$ cat src/rtl/regbank8_rd2_pkg.sv
// Shared CPU types and constants for the decode-stage register bank,
// plus the per-bit 8:1 read-select mux used on every read port.
package regbank8_rd2_pkg;

  localparam int NUM_REGS     = 8;
  localparam int ZERO_REG_IDX = 7;
  localparam int WORD_W       = 64;

  typedef logic [2:0]        reg_idx_t;
  typedef logic [WORD_W-1:0] word_t;

  // One output bit selected from eight entry bits; every 3-bit code is decoded.
  function automatic logic mux8_bit(input logic [7:0] ins, input reg_idx_t sel);
    return ins[sel];
  endfunction

endpackage

$ cat src/rtl/regbank8_rd2_decoder3to8.sv
// One-hot 3:8 decoder with enable; drives the write-enable lines of the bank.
module decoder3to8
  import regbank8_rd2_pkg::*;
(
  input  reg_idx_t   in,
  input  logic       en,
  output logic [7:0] out
);

  always_comb begin
    out = '0;
    if (en) out[in] = 1'b1;
  end

endmodule

$ cat src/rtl/regbank8_rd2.sv
// Eight-entry, one-write/two-read register bank with a hardwired zero entry
// and optional same-cycle write-to-read forwarding.
module regbank8_rd2
  import regbank8_rd2_pkg::*;
#(
  parameter int WIDTH    = WORD_W,
  parameter int BYPASS   = 1,
  parameter int ZERO_REG = ZERO_REG_IDX
) (
  input  logic             clk,
  input  logic             reset_n,
  input  logic             wr_en,
  input  reg_idx_t         wr_reg,
  input  logic [WIDTH-1:0] wr_data,
  input  reg_idx_t         rd_reg1,
  input  reg_idx_t         rd_reg2,
  output logic [WIDTH-1:0] rd_data1,
  output logic [WIDTH-1:0] rd_data2
);

  // No handshake: a write is accepted every cycle wr_en is high and both read
  // ports always present data; stalling is handled by the surrounding pipeline.

  localparam reg_idx_t   ZERO_IDX  = reg_idx_t'(ZERO_REG);
  localparam logic [7:0] ZERO_MASK = 8'(1) << ZERO_IDX;

  logic [NUM_REGS-1:0][WIDTH-1:0] regs_q, regs_d;
  logic [7:0]                     dec_raw;
  logic [7:0]                     we_line;
  logic [WIDTH-1:0]               mux1, mux2;

  decoder3to8 u_wr_dec (
    .in  (wr_reg),
    .en  (wr_en),
    .out (dec_raw)
  );

  assign we_line = dec_raw & ~ZERO_MASK;

  always_comb begin
    regs_d = regs_q;
    for (int i = 0; i < NUM_REGS; i++) begin
      if (we_line[i]) regs_d[i] = wr_data;
    end
  end

  always_ff @(posedge clk or negedge reset_n) begin
    if (!reset_n) regs_q <= '0;
    else          regs_q <= regs_d;
  end

  for (genvar b = 0; b < WIDTH; b++) begin : g_rd_bit
    logic [7:0] ins;
    always_comb begin
      ins = '0;
      for (int i = 0; i < NUM_REGS; i++) ins[i] = regs_q[i][b];
    end
    assign mux1[b] = mux8_bit(ins, rd_reg1);
    assign mux2[b] = mux8_bit(ins, rd_reg2);
  end

  // Zero register and reset dominate; forwarding only overrides stored data.
  always_comb begin
    rd_data1 = mux1;
    if (!reset_n || rd_reg1 == ZERO_IDX)
      rd_data1 = '0;
    else if (BYPASS != 0 && wr_en && wr_reg == rd_reg1)
      rd_data1 = wr_data;
  end

  always_comb begin
    rd_data2 = mux2;
    if (!reset_n || rd_reg2 == ZERO_IDX)
      rd_data2 = '0;
    else if (BYPASS != 0 && wr_en && wr_reg == rd_reg2)
      rd_data2 = wr_data;
  end

endmodule

$ cat config.mk
export PLATFORM = sky130hd
export DESIGN_NAME = regbank8_rd2
export DESIGN_NICKNAME = d
export VERILOG_FILES = /design/src/rtl/regbank8_rd2_pkg.sv /design/src/rtl/regbank8_rd2_decoder3to8.sv /design/src/rtl/regbank8_rd2.sv
export SDC_FILE = /design/constraint.sdc
export NUM_CORES = 1
export LEC_CHECK = 0
export CAP_MARGIN = 20
export CORE_MARGIN = 2
export CORE_UTILIZATION = 45
export DETAILED_ROUTE_END_ITERATION = 10
export PLACE_DENSITY_LB_ADDON = 0.08
export SLEW_MARGIN = 20
export SYNTH_ARGS = -nofsm -noshare
export SYNTH_HDL_FRONTEND = slang
export SYNTH_SLANG_ARGS = --single-unit
$ cat constraint.sdc
create_clock -name clk -period 2.5 [get_ports clk]
set_clock_uncertainty 0.2 [all_clocks]
set_input_delay 0.625 -clock clk [delete_from_list [all_inputs] [get_ports clk]]
set_output_delay 0.625 -clock clk [all_outputs]
set_load 0.05 [all_outputs]
Word level (Yosys, flattened, before mapping)
Cells that the tools add are included.
Cells by class
  $lt $le $gt $ge: 4
  reduce and logical (&&, ||, !) cells: 6
  multiplexer cells: 263
  eq/ne operators: 4
Operator list (number)
  1-bit binary-select mux with 3-bit select: 128
  64-bit two-way mux: 4
  1-bit two-way mux: 129
  3-bit by 4-bit less-than comparator with 1-bit output (second input constant): 3
  7-bit two-way mux: 1
  3-bit == test: 2
  3-bit == test (second input constant): 2
  1-bit demux with 3-bit select: 1
  3-bit by 1-bit >= comparator with 1-bit output (second input constant): 1
  1-bit logical AND: 3
  1-bit logical OR: 2
  1-bit logical NOT: 1
Word-level totals
  logic and storage cells: 284
  bits in registers: 448
  input port bits: 76

Longest topological paths before layout
Gate-level depths: netlist (run 1).
  depth after elaboration: 5
  gate-level depth with buffers: 7
  gate-level depth less buffers: 4

By module
Synthesis (run 1) repeated with hierarchy kept, for this count alone.
Unflattened totals
  cells, all modules: 2080
  area, all modules: 25323.0 um^2
By module, submodules not included
  regbank8_rd2: area an instance 25226.7 um^2, cells an instance 2072, instances 1
  decoder3to8: area an instance 96.3 um^2, cells an instance 8, instances 1

Worst setup path before layout (run 1)
OpenSTA, ideal clock, no wires.
  path type: input-to-output
  from: input rd_reg1[1]
  to: output rd_data1[10]
  path buffers: 4
  data arrival time: 2647 ps
  path slack: -972 ps
  cell stages on the path: 7
  cells stage by stage: buf_4 -> buf_6 -> buf_4 -> nand3_1 -> nand2_1 -> clkbuf_1 -> nor3_1
On the way
  word-level cells in the longest chain between the ends: 4
  elaborated cells between the ends (all ways): 8
  classes of those cells: eq/ne: 2; mux: 4; reduce/logical: 2
RTL lines
  from (decl): RTL line regbank8_rd2.sv:15  | input reg_idx_t rd_reg1,
  1-bit binary-select mux with 3-bit select / 3-bit == test (equally long branches): RTL line regbank8_rd2_pkg.sv:14, regbank8_rd2.sv:67
  1-bit two-way mux (implied by the code) / 1-bit logical AND (equally long branches): RTL line regbank8_rd2_pkg.sv:14, regbank8_rd2.sv:67
  64-bit two-way mux: RTL line regbank8_rd2.sv:67  | else if (BYPASS != 0 && wr_en && wr_reg == rd_reg1)
  64-bit two-way mux *: RTL line regbank8_rd2.sv:65  | if (!reset_n || rd_reg1 == ZERO_IDX)
  to (decl): RTL line regbank8_rd2.sv:17  | output logic [WIDTH-1:0] rd_data1,
Mark *: on every way between the ends. The rest lies on a longest branch, timed or not. The select of a mux whose other input is x is not followed.

Final worst setup path (run 1)
  from: input rd_reg2[1]
  to: output rd_data2[26]
On the way
  word-level cells in the longest chain between the ends: 4
  elaborated cells between the ends (all ways): 8
  classes of those cells: eq/ne: 2; mux: 4; reduce/logical: 2
RTL lines
  from (decl): RTL line regbank8_rd2.sv:16  | input reg_idx_t rd_reg2,
  1-bit binary-select mux with 3-bit select / 3-bit == test (equally long branches): RTL line regbank8_rd2_pkg.sv:14, regbank8_rd2.sv:75
  1-bit two-way mux (implied by the code) / 1-bit logical AND (equally long branches): RTL line regbank8_rd2_pkg.sv:14, regbank8_rd2.sv:75
  64-bit two-way mux: RTL line regbank8_rd2.sv:75  | else if (BYPASS != 0 && wr_en && wr_reg == rd_reg2)
  64-bit two-way mux *: RTL line regbank8_rd2.sv:73  | if (!reset_n || rd_reg2 == ZERO_IDX)
  to (decl): RTL line regbank8_rd2.sv:18  | output logic [WIDTH-1:0] rd_data2
Marked as above.

==> metrics.cfg, run 1 <==
[synthesis]
synth_area_per_cell_um2=12.9
synth_top_area_share=0.449
synth.most_common_cell=sky130_fd_sc_hd__dfrtp_1
post_synth_most_frequent_cells=sky130_fd_sc_hd__dfrtp_1 (448), sky130_fd_sc_hd__mux2_2 (444), sky130_fd_sc_hd__mux2i_1 (317), sky130_fd_sc_hd__nor2_1 (127), sky130_fd_sc_hd__o2bb2ai_1 (127)
postSynth.topFlopCell=sky130_fd_sc_hd__dfrtp_1
synthDominantAreaCellType=sky130_fd_sc_hd__dfrtp_1
synth.net_count=2012
yosysSeqAreaShare=0.449
yosys_register_bits=448
synthArstFlopShare=1.00
synth_cells=1936
synth_area_um2=25000
synth_edf_count=0
ys.warnings.count=0
yosysUniqueCellTypes=33
yosys-top-cells-area=sky130_fd_sc_hd__dfrtp_1 (45%), sky130_fd_sc_hd__mux2_2 (20%), sky130_fd_sc_hd__mux2i_1 (13%)

[place]
place.port_buffers=203
placedInstanceArea_um2=35000
dp.final_hpwl_um=54400
dp_cells=3079
gp_congestion=0.830

[final_layout]
layout-drive-gt1-share=0.668
layout.core_utilization=0.758
area_growth_syn_to_layout_pct=66.8
post-route-cell-area_um2=41700
largest_register_ffs=448
post_layout_nonfiller_instances=3331
diodes=0
layout.nets=2622

[timing]
setup_violations=128
finalCritPeriodShare=1.22
worst_slew_slack_as_a_fraction_of_its_limit=0.405
max_clock_freq_ghz=0.328
period_needed_ns=3.05
fin_ws_ns=-0.552
rsz0062_at_grt=yes
hold_violations=0
timing_worst_slew_pin_value_ns=0.892
final-max-slew-violation-count=0

[global_route]
first_global_vias=21400
grt_use_total=0.314
antenna_violations_before_repair=1
gr-total-overflow=0
grt_start_max_net_pins=122
first_pass_grt_wire_length_um=135000

[cts]
cts_max_path_buffers=3
clock_latency_of_the_later_clocked_register_in_the_worst_skew_pair_ns=0.58
cts.sinks=448
cts_max_level=2
path_clk_slew_ns=0.06
cts_tree=built
cts_buffers=49
clock_tree.root_cell=sky130_fd_sc_hd__clkbuf_16

[routing]
drt-pass1-iter-count=5
vias=20200
route.detailed.wl_per_inst_um=27.7
number_of_remaining_drc_errors=0
antenna_violating_nets_post_route=0
drt_iter0_markers=1295
route.detailed.vias_per_inst=6.05
finalWirelength_um=92200

[critical_path]
critPathSlowestCell=sky130_fd_sc_hd__mux2i_1
critPathMostFrequentCell=sky130_fd_sc_hd__buf_12
critical_path.startpoint=rd_reg2[1]
path_class=input port to output port
timing.critical_path.cells=buf_16 > buf_12 > nor2b_4 > buf_12 > buf_12 > buf_4 > o2bb2ai_1 > mux2i_1 > buf_4 > o2bb2ai_4 > buf_12
cp_slowest_stage_delay_ns=0.23
worst-path-buf-inv=7
timing.critical_path.required_ns=1.67
cp.arrival_ns=2.23
startpoint_type=input port
endpoint_kind=output port
top_family_by_delay_on_critical_path=buffers and inverters
critical_path.max_fanout=7
worstReg2RegStart=g_rd_bit[8].ins[3]$_DFFE_PN0P_

[floorplanning]
initial_core_util=0.454
dieHeight_um=240
chipWidth_um=240
placeableCoreArea_um2=55000
top_level_ports=204
placementRows=86
die-area_um2=57400

[worst_hold_path]
min-delay-path-class=input port to asynchronous set/reset pin

[pwr]
static-leakage-power_nw=16.8
power.density_nw_per_um2=679
power.total_w=0.0283
ir_worst_vdd_v=0.000578

[outcome]
violations=setup timing
run_status=finished with violations

[run]
timing.max_cap.violations=0

cell usage in the layout, fill, tap and decap left out, drive strengths merged, types with 64 or more instances in the layout:
cell             n
buf            650
clkbuf          78
clkdlybuf4s50   64
dfrtp          448
mux2           448
mux2i          317
mux4            65
nor2           128
nor3            66
o2bb2ai        127
what timing repair did:
item / CTS / global route
endpoints found under the setup margin: 128 / 128
cloned: 34 / 10
gates resized for setup: 365 / 158
pin swaps: 114 / 80
hold buffers: 4 / 0
buffers inserted: 94 / 59
endpoints found under the hold margin: 51 / 0
layer usage:
| metal | global-route usage | up-vias | wire length (um) |
|---|---|---|---|
| met4 | 0.125 | 2 | 3680 |
| met3 | 0.0424 | 204 | 4590 |
| met2 | 0.534 | 628 | 46400 |
| met1 | 0.407 | 10600 | 37500 |
| li1 | - | 8705 | - |
| met5 | 0 | - | 13 |
cell type report:
cell class	count	area, um^2
clock inverter	20	234
multi-input combinational	1312	17700
clock buffer	68	1410
timing repair buffer	735	10100
fill	3238	13300
tap	748	936
sequential	448	11200
worst paths after layout:
| kind | end | slack (ns) | depth (start not counted) |
|---|---|---|---|
| hold / removal | g_rd_bit[23].ins[3]$_DFFE_PN0P_ | 0.06 | 3 |
| max in group asynchronous | g_rd_bit[57].ins[1]$_DFFE_PN0P_ | 0.62 | 5 |
| min in group clk | g_rd_bit[13].ins[1]$_DFFE_PN0P_ | 0.32 | 1 |
| hold reg to reg | g_rd_bit[13].ins[1]$_DFFE_PN0P_ | 0.32 | 1 |
| setup / recovery | rd_data2[26] | -0.55 | 11 |
| setup reg to reg | g_rd_bit[8].ins[3]$_DFFE_PN0P_ | 1.43 | 1 |
cells by family (layout without fill, tap and decap cells):
logic type | after synthesis | count (layout) | synth area share
AOI/OAI and AO/OA | 257 | 257 | 0.0834
xor gates and xnor gates | 6 | 6 | 0.00210
buffers and inverters | 178 | 823 | 0.0388
DFF | 448 | 448 | 0.449
muxes | 830 | 830 | 0.388
and+or+nand+nor | 217 | 219 | 0.0393
stage by stage:
stage                     TNS (ns)  worst slack (ns)  hold WS [ns]
after floorplan             -49.93            -0.661         0.129
after global placement     -249.85             -1.14         0.298
after detailed placement   -253.86             -1.16         0.316
after CTS                   -63.42            -0.610         0.106
after global routing        -65.50            -0.594         0.115
final                       -59.81            -0.552        0.0561
worst min-delay path, stage by stage:
cell	delay, ns
sky130_fd_sc_hd__buf_8	0.12
sky130_fd_sc_hd__buf_4	0.18
sky130_fd_sc_hd__buf_12	0.37
power breakdown:
part	internal, W	switching, W
Clock	0.00445	0.00310
Combinational	0.00552	0.00482
Sequential	0.00886	0.00154
Total	0.0188	0.00946
Power figures use the tool's default switching activity.
==> run 2, diff against run 1 <==
Settings changed: CORE_UTILIZATION 45 to 53, RECOVER_POWER set to 50, SETUP_SLACK_MARGIN set to 0.1.
==> run 2 against run 1 <==
Register-to-register slack lost 0.11 ns. Critical path depth shrank 3. Highest routed layer is now met4. Combinational power grew 13%. Wire length grew 32%. The run ends with capacitance limit, setup timing left. Final cell count shrank 3.2%. Count of clock-buffer cells in the layout grew 3. Worst setup slack lost 0.35 ns. Clock power is essentially flat. Non-clock buffer count grew 35. Global-route usage grew 10 points. Total power grew 5.9%. Utilization grew 15 points.
==> metrics.cfg, run 2 (synthesis gave the netlist of run 1 again) <==
[cts]
cts_max_path_buffers=3  ; unchanged
ctsHoldBuffers=0  ; was 4
cts_tree=built  ; unchanged
cts_buffers=49  ; unchanged
cts_max_level=2  ; unchanged
cts.sinks=448  ; unchanged
path_clk_slew_ns=0.06  ; about the same
clock_tree.root_cell=sky130_fd_sc_hd__clkbuf_16  ; unchanged
clock_latency_of_the_later_clocked_register_in_the_worst_skew_pair_ns=0.63  ; was 0.58 ns

[place]
dp.final_hpwl_um=55300  ; was 54400 um
place.port_buffers=203  ; unchanged
placedInstanceArea_um2=35500  ; was 35000 um^2
dp_worst_setup_slack_ns=-1.20  ; was -1.16 ns
gp_congestion=0.833  ; was 0.830

[critical_path]
r2r_cells=2  ; was 1
worst-path-buf-inv=4  ; was 7
path_class=input port to output port  ; unchanged
startpoint_type=input port  ; unchanged
rr_endpoint=g_rd_bit[49].ins[6]$_DFFE_PN0P_  ; was g_rd_bit[8].ins[3]$_DFFE_PN0P_
critPathSlowestCell=sky130_fd_sc_hd__mux2i_1  ; unchanged
total_number_of_cells_along_the_worst_setup_path=8  ; was 11
worstReg2RegStart=g_rd_bit[49].ins[6]$_DFFE_PN0P_  ; was g_rd_bit[8].ins[3]$_DFFE_PN0P_
cp.arrival_ns=2.58  ; was 2.23 ns
timing.critical_path.cells=buf_12 > buf_4 > clkbuf_16 > mux2i_1 > nor2_2 > a2111oi_4 > nor3_4 > buf_12  ; was buf_16 > buf_12 > nor2b_4 > buf_12 > buf_12 > buf_4 > o2bb2ai_1 > mux2i_1 > buf_4 > o2bb2ai_4 > buf_12
endpoint_kind=output port  ; unchanged
top_family_by_delay_on_critical_path=multiplexers  ; was buffers and inverters
rrSetupSlack_ns=1.32  ; was 1.43 ns
critPathMostFrequentCell=sky130_fd_sc_hd__buf_12  ; unchanged
worstSetupEndpoint=rd_data1[40]  ; was rd_data2[26]
cp_slowest_stage_delay_ns=0.65  ; was 0.23 ns
critical_path.startpoint=rd_reg1[1]  ; was rd_reg2[1]
critical_path.max_fanout=13  ; was 7
timing.critical_path.required_ns=1.67  ; about the same

[global_route]
antenna_violations_before_repair=0  ; was 1
grt_start_max_net_pins=157  ; was 122
first_global_vias=23900  ; was 21400
first_pass_grt_wire_length_um=155000  ; was 135000 um
grt_use_total=0.418  ; was 0.314
gr-total-overflow=0  ; unchanged

[timing]
setup_violations=676  ; was 128
finalCritPeriodShare=1.36  ; was 1.22
fin_ws_ns=-0.904  ; was -0.552 ns
timing_worst_slew_pin_value_ns=1.50  ; was 0.892 ns
worst_slew_slack_as_a_fraction_of_its_limit=0.000254  ; was 0.405
period_needed_ns=3.40  ; was 3.05 ns
final-max-slew-violation-count=0  ; unchanged
rsz0062_at_grt=yes  ; unchanged
max_clock_freq_ghz=0.294  ; was 0.328 GHz
hold_violations=0  ; unchanged

[final_layout]
layout.nets=2655  ; was 2622
post-route-cell-area_um2=42200  ; was 41700 um^2
largest_register_ffs=448  ; unchanged
area_growth_syn_to_layout_pct=68.9  ; was 66.8%
layout-drive-gt1-share=0.680  ; was 0.668
layout_commonest_cell=sky130_fd_sc_hd__dfrtp_1  ; unchanged
layout_common_cells=sky130_fd_sc_hd__dfrtp_1 (448), sky130_fd_sc_hd__mux2_2 (442), sky130_fd_sc_hd__buf_4 (267)  ; was sky130_fd_sc_hd__dfrtp_1 (448), sky130_fd_sc_hd__mux2_2 (444), sky130_fd_sc_hd__buf_4 (261)
diodes=0  ; unchanged

[routing]
number_of_remaining_drc_errors=0  ; unchanged
drt_iter0_markers=2949  ; was 1295
vias=23500  ; was 20200
route.detailed.wl_per_inst_um=37.7  ; was 27.7 um
route.detailed.vias_per_inst=7.30  ; was 6.05
finalWirelength_um=122000  ; was 92200 um
antenna_violating_nets_post_route=0  ; unchanged
drt-pass1-iter-count=8  ; was 5

[floorplanning]
die-area_um2=48900  ; was 57400 um^2
placementRows=79  ; was 86
dieHeight_um=221  ; was 240 um
chipWidth_um=221  ; was 240 um
placeableCoreArea_um2=46600  ; was 55000 um^2
initial_core_util=0.537  ; was 0.454
top_level_ports=204  ; unchanged

[pwr]
pwr-share-clk=0.251  ; was 0.267
internal_power_w=0.0189  ; was 0.0188 W
static-leakage-power_nw=16.9  ; was 16.8 nW
power.share.sequential=0.362  ; was 0.368
p_sw_frac=0.370  ; was 0.334
power.density_nw_per_um2=710  ; was 679 nW/um^2
pwr-share-comb=0.386  ; was 0.366
ir_worst_vdd_v=0.000700  ; was 0.000578 V
power.net_switching_w=0.0111  ; was 0.00946 W

[outcome]
violations=capacitance limit, setup timing  ; was setup timing
run_status=finished with violations  ; unchanged

[worst_hold_path]
min-delay-start=g_rd_bit[56].ins[4]$_DFFE_PN0P_
min-delay-path-class=flop to flop  ; was input port to asynchronous set/reset pin

[run]
timing.max_cap.violations=1  ; was 0

## run 2: cell types whose count changed in the layout (fill, tap and decap cells not counted), moves of 8 or more
cell	delta
sky130_fd_sc_hd__buf_12	+31
sky130_fd_sc_hd__buf_6	-34
sky130_fd_sc_hd__buf_8	+11
sky130_fd_sc_hd__clkbuf_1	+13
sky130_fd_sc_hd__clkbuf_4	+9
sky130_fd_sc_hd__mux2i_1	-8
sky130_fd_sc_hd__mux2i_4	+11
sky130_fd_sc_hd__nor2_1	-27
sky130_fd_sc_hd__nor2_4	+21
sky130_fd_sc_hd__o2bb2ai_2	-15
sky130_fd_sc_hd__o2bb2ai_4	+13
## run 2: power by group through the flow
stage | Clock [W] | Sequential [W] | Combinational [W]
2_1_floorplan | 0 | 0.00988 | 0.00589
4_1_cts | 0.00731 | 0.0103 | 0.0104
3_5_place_dp | 0 | 0.0103 | 0.00919
3_3_place_gp | 0 | 0.0101 | 0.00896
6_report | 0.00753 | 0.0109 | 0.0116
5_1_grt | 0.00779 | 0.0109 | 0.0118
## run 2: worst min-delay path by stage
stage,to,slack (ns),cells past startpoint
final,g_rd_bit[56].ins[4]$_DFFE_PN0P_,0.32,1
after global routing,g_rd_bit[56].ins[4]$_DFFE_PN0P_,0.34,1
after CTS,g_rd_bit[34].ins[0]$_DFFE_PN0P_,0.008,2
after detailed placement,g_rd_bit[55].ins[4]$_DFFE_PN0P_,0.31,1
after global placement,g_rd_bit[11].ins[1]$_DFFE_PN0P_,0.29,1
after floorplan,g_rd_bit[0].ins[0]$_DFFE_PN0P_,0.13,0
## run 2: timing repair
action	CTS	global route
setup endpoints to repair	128	128
pin swaps	127	81
setup buffers	113	43
gates resized for setup	443	168
gates cloned	28	4
## run 2: layout make-up
cell class / count / area [um^2]
multi-input cells: 1310 / 18200
flip-flops and latches: 448 / 11200
repair buffers: 770 / 10500
fillers: 1423 / 4370
clock buffers: 71 / 1430
well taps: 607 / 759
clock inverters: 18 / 166
## run 2: through the flow
stage                util  total power (W)  instances  setup TNS (ns)  hold WS, ns
finish              0.906           0.0300       3224         -153.32        0.325
global route        0.906           0.0306       3224         -240.21        0.337
CTS                 0.884           0.0280       3181          -62.27      0.00803
detailed placement  0.762           0.0195       2967         -252.05        0.315
global placement    0.762           0.0191       2967         -228.57        0.293
floorplan               -           0.0158       1936          -49.93        0.129
## run 2: per-layer routing
metal / vias up / part of all wire / track usage / wire (um)
li1: 8794 / - / - / -
met2: 2060 / 0.46 / 0.668 / 56000
met3: 774 / 0.12 / 0.106 / 14100
met1: 11900 / 0.34 / 0.520 / 41500
met4: 0 / 0.082 / 0.239 / 10000
met5: - / 0 / 0 / 0
